--- src/rtl/i2c_pkg.sv ---
// Shared types and waveform constants for the EEPROM I2C initiator.
package i2c_pkg;

  typedef enum logic [1:0] {
    CMD_START = 2'd0,
    CMD_STOP  = 2'd1,
    CMD_WRITE = 2'd2,
    CMD_READ  = 2'd3
  } i2c_cmd_t;

  typedef enum logic [2:0] {
    ST_IDLE   = 3'd0,
    ST_START  = 3'd1,
    ST_STOP   = 3'd2,
    ST_SHIFT  = 3'd3,
    ST_ACKBIT = 3'd4,
    ST_DONE   = 3'd5
  } i2c_state_t;

  // {scl,sda} for Q0..Q3, Q0 in the top two bits
  localparam logic [7:0] START_WAVE = 8'b01_11_10_00;
  localparam logic [7:0] STOP_WAVE  = 8'b00_10_11_11;

  localparam int QCNT_W = 8;

  function automatic logic [1:0] wave_phase(input logic [7:0] wave, input logic [1:0] q);
    logic [1:0] pair;
    case (q)
      2'd0:    pair = wave[7:6];
      2'd1:    pair = wave[5:4];
      2'd2:    pair = wave[3:2];
      default: pair = wave[1:0];
    endcase
    return pair;
  endfunction

endpackage

--- src/rtl/i2c_qtick.sv ---
// Quarter-period divider: counts clk_ce pulses 0..QDIV-1 and flags the last one.
module i2c_qtick
  import i2c_pkg::*;
#(
  parameter int QDIV = 4
) (
  input  logic i_clk,
  input  logic i_clk_ce,
  input  logic i_reset,
  input  logic i_clear,
  output logic o_tick
);

  logic [QCNT_W-1:0] r_cnt;
  logic              w_last;

  assign w_last = (r_cnt == QCNT_W'(QDIV - 1));
  assign o_tick = i_clk_ce & w_last;

  always_ff @(posedge i_clk) begin
    if (i_reset) begin
      r_cnt <= '0;
    end else if (i_clk_ce) begin
      if (i_clear || w_last) r_cnt <= '0;
      else                   r_cnt <= r_cnt + 1'b1;
    end
  end

endmodule

--- src/rtl/i2c_master.sv ---
// Byte-level I2C initiator for the cartridge EEPROM; turns START/STOP/WRITE/READ
// commands into registered SCL/SDA quarter-phase waveforms.
//
// state   | meaning
// IDLE    | waiting for a command, bus lines held at their last value
// START   | four quarters of the start / repeated-start waveform
// STOP    | four quarters of the stop waveform, bus released at the end
// SHIFT   | eight data bits, MSB first
// ACKBIT  | ninth bit: slave ack on WRITE, master ack/nack on READ
// DONE    | one clk_ce cycle of done, then back to IDLE
module i2c_master
  import i2c_pkg::*;
#(
  parameter int QDIV = 4
) (
  input  logic       i_clk,
  input  logic       i_clk_ce,
  input  logic       i_reset,
  input  logic       i_cmd_valid,
  output logic       o_cmd_ready,
  input  logic [1:0] i_cmd,
  input  logic [7:0] i_wr_data,
  input  logic       i_rd_nack,
  output logic [7:0] o_rd_data,
  output logic       o_ack_nack,
  output logic       o_done,
  output logic       o_scl,
  output logic       o_sda_out,
  input  logic       i_sda_in
);

  i2c_state_t r_state;
  i2c_cmd_t   r_cmd;
  logic [1:0] r_quarter;
  logic [3:0] r_bit;
  logic [7:0] r_shift;
  logic       r_nack;
  logic       r_scl;
  logic       r_sda;
  logic       r_cmd_ready;
  logic       r_done;
  logic [7:0] r_rd_data;
  logic       r_ack_nack;

  logic w_tick;
  logic w_clear;

  // cmd_ready is only high in IDLE/DONE, so this is exactly the acceptance condition
  assign w_clear = i_cmd_valid & r_cmd_ready;

  i2c_qtick #(
    .QDIV(QDIV)
  ) u_qtick (
    .i_clk   (i_clk),
    .i_clk_ce(i_clk_ce),
    .i_reset (i_reset),
    .i_clear (w_clear),
    .o_tick  (w_tick)
  );

  always_ff @(posedge i_clk) begin
    if (i_reset) begin
      r_state     <= ST_IDLE;
      r_cmd       <= CMD_START;
      r_quarter   <= '0;
      r_bit       <= '0;
      r_shift     <= '0;
      r_nack      <= 1'b0;
      r_scl       <= 1'b1;
      r_sda       <= 1'b1;
      r_cmd_ready <= 1'b1;
      r_done      <= 1'b0;
      r_rd_data   <= '0;
      r_ack_nack  <= 1'b1;
    end else if (i_clk_ce) begin
      case (r_state)
        ST_IDLE, ST_DONE: begin
          r_done  <= 1'b0;
          r_state <= ST_IDLE;
          if (i_cmd_valid) begin
            r_cmd       <= i2c_cmd_t'(i_cmd);
            r_nack      <= i_rd_nack;
            r_shift     <= i_wr_data;
            r_cmd_ready <= 1'b0;
            r_quarter   <= '0;
            r_bit       <= '0;
            case (i2c_cmd_t'(i_cmd))
              CMD_START: begin
                r_state        <= ST_START;
                {r_scl, r_sda} <= wave_phase(START_WAVE, 2'd0);
              end
              CMD_STOP: begin
                r_state        <= ST_STOP;
                {r_scl, r_sda} <= wave_phase(STOP_WAVE, 2'd0);
              end
              CMD_WRITE: begin
                r_state <= ST_SHIFT;
                r_scl   <= 1'b0;
                r_sda   <= i_wr_data[7];
              end
              default: begin
                r_state <= ST_SHIFT;
                r_scl   <= 1'b0;
                r_sda   <= 1'b1;
              end
            endcase
          end
        end

        ST_START, ST_STOP: begin
          if (w_tick) begin
            r_quarter <= r_quarter + 1'b1;
            if (r_quarter == 2'd3) begin
              r_state     <= ST_DONE;
              r_done      <= 1'b1;
              r_cmd_ready <= 1'b1;
            end else begin
              {r_scl, r_sda} <= wave_phase((r_state == ST_START) ? START_WAVE : STOP_WAVE,
                                           r_quarter + 2'd1);
            end
          end
        end

        ST_SHIFT, ST_ACKBIT: begin
          if (w_tick) begin
            r_quarter <= r_quarter + 1'b1;
            if (r_quarter == 2'd0) r_scl <= 1'b1;
            // sda_in is sampled on the last clk_ce of the high-SCL Q2 quarter
            if (r_quarter == 2'd2) begin
              r_scl <= 1'b0;
              if (r_state == ST_SHIFT) begin
                if (r_cmd == CMD_READ) r_shift <= {r_shift[6:0], i_sda_in};
              end else if (r_cmd == CMD_WRITE) begin
                r_ack_nack <= i_sda_in;
              end
            end
            if (r_quarter == 2'd3) begin
              if (r_state == ST_SHIFT) begin
                if (r_bit == 4'd7) begin
                  r_state <= ST_ACKBIT;
                  r_sda   <= (r_cmd == CMD_WRITE) ? 1'b1 : r_nack;
                end else begin
                  r_bit <= r_bit + 1'b1;
                  if (r_cmd == CMD_WRITE) begin
                    r_shift <= {r_shift[6:0], 1'b0};
                    r_sda   <= r_shift[6];
                  end
                end
              end else begin
                r_state     <= ST_DONE;
                r_done      <= 1'b1;
                r_cmd_ready <= 1'b1;
                if (r_cmd == CMD_READ) r_rd_data <= r_shift;
              end
            end
          end
        end

        default: r_state <= ST_IDLE;
      endcase
    end
  end

  assign o_cmd_ready = r_cmd_ready;
  assign o_done      = r_done;
  assign o_scl       = r_scl;
  assign o_sda_out   = r_sda;
  assign o_rd_data   = r_rd_data;
  assign o_ack_nack  = r_ack_nack;

endmodule

--- config.mk ---
export PLATFORM = sky130hd
export DESIGN_NAME = i2c_master
export DESIGN_NICKNAME = d
export VERILOG_FILES = /design/src/rtl/i2c_pkg.sv /design/src/rtl/i2c_qtick.sv /design/src/rtl/i2c_master.sv
export SDC_FILE = /design/constraint.sdc
export NUM_CORES = 1
export LEC_CHECK = 0
export CORE_MARGIN = 1.5
export CORE_UTILIZATION = 57
export CTS_BUF_LIST = sky130_fd_sc_hd__clkbuf_4 sky130_fd_sc_hd__clkbuf_8
export DETAILED_ROUTE_END_ITERATION = 12
export GPL_ROUTABILITY_DRIVEN = 0
export GPL_TIMING_DRIVEN = 0
export PLACE_DENSITY = 0.84
export SLEW_MARGIN = 20
export SYNTH_ARGS = -nofsm -noshare
export SYNTH_HDL_FRONTEND = slang
export SYNTH_HIERARCHICAL = 1
export SYNTH_SLANG_ARGS = --single-unit
--- constraint.sdc ---
create_clock -name i_clk -period 3.1 [get_ports i_clk]
set_clock_uncertainty 0.15 [all_clocks]
set_input_delay 0.62 -clock i_clk [delete_from_list [all_inputs] [get_ports i_clk]]
set_output_delay 0.62 -clock i_clk [all_outputs]
set_load 0.02 [all_outputs]
After elaboration in Yosys (flattened, before gate mapping) --
Cells that the tools add are included. W data, S select, Z words.
Storage, ports and cells: output and inout port bits 13, bits in registers 41
Cells by class: bitwise logic cells 3, add/subtract/negate cells 3, multiplexer cells 56, equal/unequal tests 28, reduce and logical (&&, ||, !) cells 23
Operators with widths (number):
- $mux W8 | 10
- $reduce_and A7 Y1 | 3
- $mux W1 | 20
- $mux W4 | 5
- $mux W3 | 6
- $reduce_and A6 Y1 | 3
- $pmux W8 S2 | 1
- $ne A2 B2 Y1 const B | 7
- $eq A2 B2 Y1 const B | 6
- $pmux W1 S3 | 4
- $ne A3 B3 Y1 const B | 3
- $pmux W3 S3 | 1
- $reduce_and A9 Y1 | 1
- $add A8 B1 Y8 const B | 1
- $eq A8 B2 Y1 const B | 1
- $pmux W2 S2 | 2
- $pmux W4 S2 | 1
- $reduce_and A4 Y1 | 2
- $reduce_and A8 Y1 | 1
- $mux W7 | 1
- $eq A3 B2 Y1 const B | 2
- $eq A3 B3 Y1 const B | 2
- $logic_not A2 Y1 | 3
- $mux W2 | 3
- other kinds (17) | 24

Logic depth before layout (Yosys ltp) --
word-level depth 10, mapped depth 9, gate-level depth less buffers 8

Cells and area by module --
Netlist, hierarchy kept.
Modules (own cells, without submodules):
- i2c_master | instances 1, cells an instance 227, area each 1940.6 µm², sequential area each 660.6 µm²
- i2c_qtick | instances 1, cells an instance 41, area each 390.4 µm², sequential area each 160.2 µm²

Worst setup path before layout --
OpenSTA, ideal clock, no wires.
path type reg-to-reg, start point register u_qtick.r_cnt[4], end point register r_bit[3], slack 271 ps, stages on the path, launching flop included 8, buffers on the path 0, period minus slack after synthesis 2829 ps, arrival 2609 ps, cell sequence dfxtp_1 or4_4 nor4_1 mux2_4 a211oi_2 or4_4 or3_1 a21oi_1
On the way: cells in the longest elaborated chain, start to end 4
Ends and longest elaborated chain:
- start: declaration | line i2c_qtick.sv:14 | logic [QCNT_W-1:0] r_cnt;
- start signal: assignment | line i2c_qtick.sv:25 | else r_cnt <= r_cnt + 1'b1;
- $eq A8 B2 Y1 | line i2c_qtick.sv:17 | assign w_last = (r_cnt == QCNT_W'(QDIV - 1));
- $and A1 B1 Y1 | line i2c_qtick.sv:18 | assign o_tick = i_clk_ce & w_last;
- via w_tick | line i2c_master.sv:45 | logic w_tick;
- $ne A2 B1 Y1 (no line)
- $reduce_and A7 Y1 (no line)
- end signal: assignment | line i2c_master.sv:143 | r_bit <= r_bit + 1'b1;
- end: declaration | line i2c_master.sv:35 | logic [3:0] r_bit;
The timed path passes the listed nets, and every way through them passes these cells. A chain may end at the register's enable or synchronous reset.

Worst setup path after layout --
start point input port i_clk_ce, end point register r_bit[3]
On the way: cells in the longest elaborated chain, start to end 3
Ends and longest elaborated chain:
- start: declaration | line i2c_master.sv:17 | input logic i_clk_ce,
- $and A1 B1 Y1 | line i2c_qtick.sv:18
- via w_tick | line i2c_master.sv:45
- $ne A2 B1 Y1 (no line)
- $reduce_and A7 Y1 (no line)
The timed path passes the listed nets, and every way through them passes these cells.

==> metrics.log <==
INFO  metric p_leak = 0.00104 uW
INFO  metric dp_worst_setup_slack = -0.727 ns
INFO  metric ir_worst_vdd = between 0.0003 and 0.0004 V
INFO  metric synth_seq_cells = between 40 and 50
INFO  metric drv_slew = 0
INFO  metric critical_path.endpoint_type = register
INFO  metric share_clk_of_total_power = between 20% and 30%
INFO  metric core_area = between 3000 and 4000 um2
INFO  metric final_standard_cell_count_with_taps_included_and_fillers_excluded = roughly 350
INFO  metric critical_path_peak_fanout = 8
INFO  metric nNetsFinal = 327
INFO  metric postRouteAntennaNets = 0
INFO  metric synth_sequential_area_ratio = about a third
INFO  metric ys_warn_count = 6
INFO  metric clk_pin_slew_worst_paths = around 0.09 ns
INFO  metric syn_nets = between 200 and 300
INFO  metric worst_min_delay_path_class = reg2reg
INFO  metric design.die.area = between 4000 and 5000 um2
INFO  metric period_minus_slack = ~3.0 ns
INFO  metric fin_ws = ~0.12 ns
INFO  metric maximum_number_of_pins_on_one_net_before_global_route_repair = 15
INFO  metric slowest_stage = sky130_fd_sc_hd__or4_4
INFO  metric sequentialPowerShare = between 30% and 40%
INFO  metric top_level_ports = 29
INFO  metric grt_antenna_before_repair = 0
INFO  metric ctsRootBufferMaster = sky130_fd_sc_hd__clkbuf_8
INFO  metric core.rowCount = 23
INFO  metric detail_route.drc_violations = 0
INFO  metric track_usage = 25.8%
INFO  metric setup_viol = 0
INFO  metric vias_per_cell = between 5 and 6
INFO  metric worst_skew_pair.late_latency = about 0.3 ns
INFO  metric max_clock_freq = between 300 and 400 MHz
INFO  metric post-route-period-util = between 90 and 100%
INFO  metric hold_violations = 0
INFO  metric die_height = between 60 and 70 um
INFO  metric drv.max_cap_violation_count = 0
INFO  metric edff_count_synth = 0
INFO  metric switching_share = a little over a third
INFO  metric total_clock_buffers_created_by_cts = 5
INFO  metric synthCells = roughly 270
INFO  metric required = about 3.2 ns
INFO  metric worst_ep_arrival_time = between 3 and 4 ns
INFO  metric clock_tree.htree_level_count = 2
INFO  metric synthDistinctLibCells = 57
INFO  metric status = finished clean
INFO  metric clock-sinks = between 40 and 50
INFO  metric cts_hold_repair.buffers = 0
INFO  metric wire_length_of_the_first_global_routing_pass = between 8 and 9 mm
INFO  metric cp_slowest_stage_delay = between 0.5 and 0.6 ns
INFO  metric placedCellCount = roughly 350
INFO  metric route.vias.total = approximately 2,100
INFO  metric p_int = between 1000 and 1500 uW
INFO  metric gr-total-overflow = 0
INFO  metric drt-pass1-iter-count = 4
INFO  metric final_layout_size_suffix_gt1_share = under 10%
INFO  metric max-clock-path-buffers = 2
INFO  metric area_of_the_mapped_netlist = around 2300 um2
INFO  metric n_antenna_cell = 0
INFO  metric numPortBuffers = 28
INFO  metric initialDrtViolationCount = 150
INFO  metric power.switching = just over 600 uW
INFO  metric floorplan.die.width = 67.0 um
INFO  metric routed_wl = roughly 5.4 mm
INFO  metric relative_max_transition_margin = between 50 and 60%
INFO  metric asyncSetResetFlopFracSynth = 0%
INFO  metric critical_path.startpoint_type = input port
INFO  metric detail_routed_net_length_per_standard_cell = 15.3 um
INFO  metric hpwlAfterDp = between 3 and 4 mm
INFO  metric layout-area-overhead-vs-synth = 20.1%
INFO  metric max_slew.worst_pin.slew = ~0.7 ns
INFO  metric floorplan.initialDensity = about three fifths
INFO  metric via_count_of_the_first_global_routing_pass = 1,898
INFO  metric dominantRegCellSynth = sky130_fd_sc_hd__dfxtp_1
INFO  metric setup_repair_after_global_routing_missed_its_margin = no
INFO  metric synthesized_area_per_cell = about 8.7 um2
INFO  metric cts_tree = built
INFO  metric hold-worst-slack = roughly 0.35 ns
INFO  metric power_density = around 610 nW/um2
INFO  metric crit_chain = dlygate4sd2_1 -> buf_6 -> nand2_1 -> nor4_4 -> mux2_4 -> a211oi_2 -> or4_4 -> or3_1 -> a21oi_1
INFO  metric criticalPathCategory = in2reg
INFO  metric portion_of_total_power_attributed_to_combinational_logic = between 30% and 40%
-- state kept, by name (all words and copies together) (netlist names) --
signal and count:
o_done 1, o_ack_nack 1, r_state 3, r_quarter 2, u_qtick/r_cnt 8, r_bit 4
r_cmd 2, r_shift 8, o_cmd_ready 1, o_scl 1, o_rd_data 8, o_sda_out 1
r_nack 1
-- layout by cell type (no fill, tap or decap), drive strengths merged, types with 9 or more instances in the layout --
cell type | netlist | routed
clkdlybuf4s50 | 0 | 27
inv | 8 | 9
mux2i | 18 | 18
a21oi | 14 | 14
o21ai | 10 | 10
clkbuf | 7 | 12
dfxtp | 41 | 41
nand2 | 27 | 27
nor2 | 38 | 38
-- logic make-up after synthesis --
| kind of cell | after synthesis | synth area share [%] |
|---|---|---|
| xor gates and xnor gates | 7 | 2.63 |
| and+or+nand+nor | 114 | 25.6 |
| DFF | 41 | 35.2 |
| adders and majority gates | 8 | 4.29 |
| AOI/OAI and AO/OA | 57 | 19.1 |
| muxes | 19 | 8.37 |
| buffers and inverters | 22 | 4.88 |
-- cell usage after synthesis (3+ instances only) --
library cell,number,share of area [%]
sky130_fd_sc_hd__nand3_1,6,1.3
sky130_fd_sc_hd__o21a_1,3,0.97
sky130_fd_sc_hd__buf_2,3,0.64
sky130_fd_sc_hd__buf_6,3,1.4
sky130_fd_sc_hd__or3_1,6,1.6
sky130_fd_sc_hd__nor3_1,4,0.86
sky130_fd_sc_hd__nor2_1,38,6.1
sky130_fd_sc_hd__dfxtp_1,41,35
sky130_fd_sc_hd__nand2b_1,3,0.81
sky130_fd_sc_hd__a211oi_1,6,1.9
sky130_fd_sc_hd__xnor2_1,4,1.5
sky130_fd_sc_hd__a311oi_1,5,1.9
sky130_fd_sc_hd__xor2_1,3,1.1
sky130_fd_sc_hd__nand4_1,4,1.1
sky130_fd_sc_hd__nand2_1,27,4.3
sky130_fd_sc_hd__clkbuf_1,6,0.97
sky130_fd_sc_hd__nor2b_1,4,1.1
sky130_fd_sc_hd__mux2i_1,18,7.7
sky130_fd_sc_hd__inv_1,8,1.3
sky130_fd_sc_hd__a21oi_1,14,3.0
sky130_fd_sc_hd__o21ai_0,10,2.1
sky130_fd_sc_hd__ha_1,8,4.3
-- metrics by stage --
step           total power, uW  utilization (%)  cell area, um2  setup TNS (ns)
6_report                  1710             70.5            2800               0
2_1_floorplan             1110                -            2330               0
3_5_place_dp              1270             67.3            2670          -13.17
4_1_cts                   1710             70.5            2800               0
5_1_grt                   1800             70.5            2800               0
3_3_place_gp              1250             67.3            2670          -12.94
-- path summary, 6_finish.rpt --
kind | startpoint | end | slack, ns | depth (start not counted)
worst max-delay path | i_clk_ce | r_bit[3] | 0.12 | 9
worst min-delay path | o_rd_data[5] | o_rd_data[5] | 0.35 | 2
worst max register to register | u_qtick/r_cnt[4] | r_bit[3] | 0.20 | 7
worst min register to register | o_rd_data[5] | o_rd_data[5] | 0.35 | 2
-- final cells by class --
class	instances	area, um2
Sequential cell	41	821
Timing Repair Buffer	28	279
Clock buffer	5	68.8
Tap cell	50	62.6
Buffer	14	83.8
Multi-Input combinational cell	205	1410
Fill cell	334	1170
Inverter	8	30.0
Clock inverter	3	43.8
-- layer usage --
metal	GRT usage, %	part of all wire, %	up-vias
met1	32.2	46	951
li1	-	-	1037
met4	10.5	1.9	0
met5	0	0	-
met2	42.8	46	74
met3	5.74	6.0	11
-- power by group through the flow --
stage | Combinational [uW] | Sequential, uW | Clock, uW
2_1_floorplan | 443 | 663 | 0
3_3_place_gp | 592 | 658 | 0
3_5_place_dp | 607 | 661 | 0
4_1_cts | 608 | 649 | 449
5_1_grt | 671 | 660 | 471
6_report | 615 | 650 | 447
-- repair_timing --
item | 4_1_cts | 5_1_grt
resized for setup | 3 | 0
buffers inserted | 0 | 0
endpoints found under the setup margin | 28 | 0
endpoints found under the hold margin | 0 | 0
-- critical path: cells and delay by family --
family | cells | cell delay (ns)
mux | 1 | 0.24
compound gates | 2 | 0.26
simple gates | 4 | 1.37
buf+inv | 2 | 0.60
Note: power is estimated with default switching activity, not from simulation.
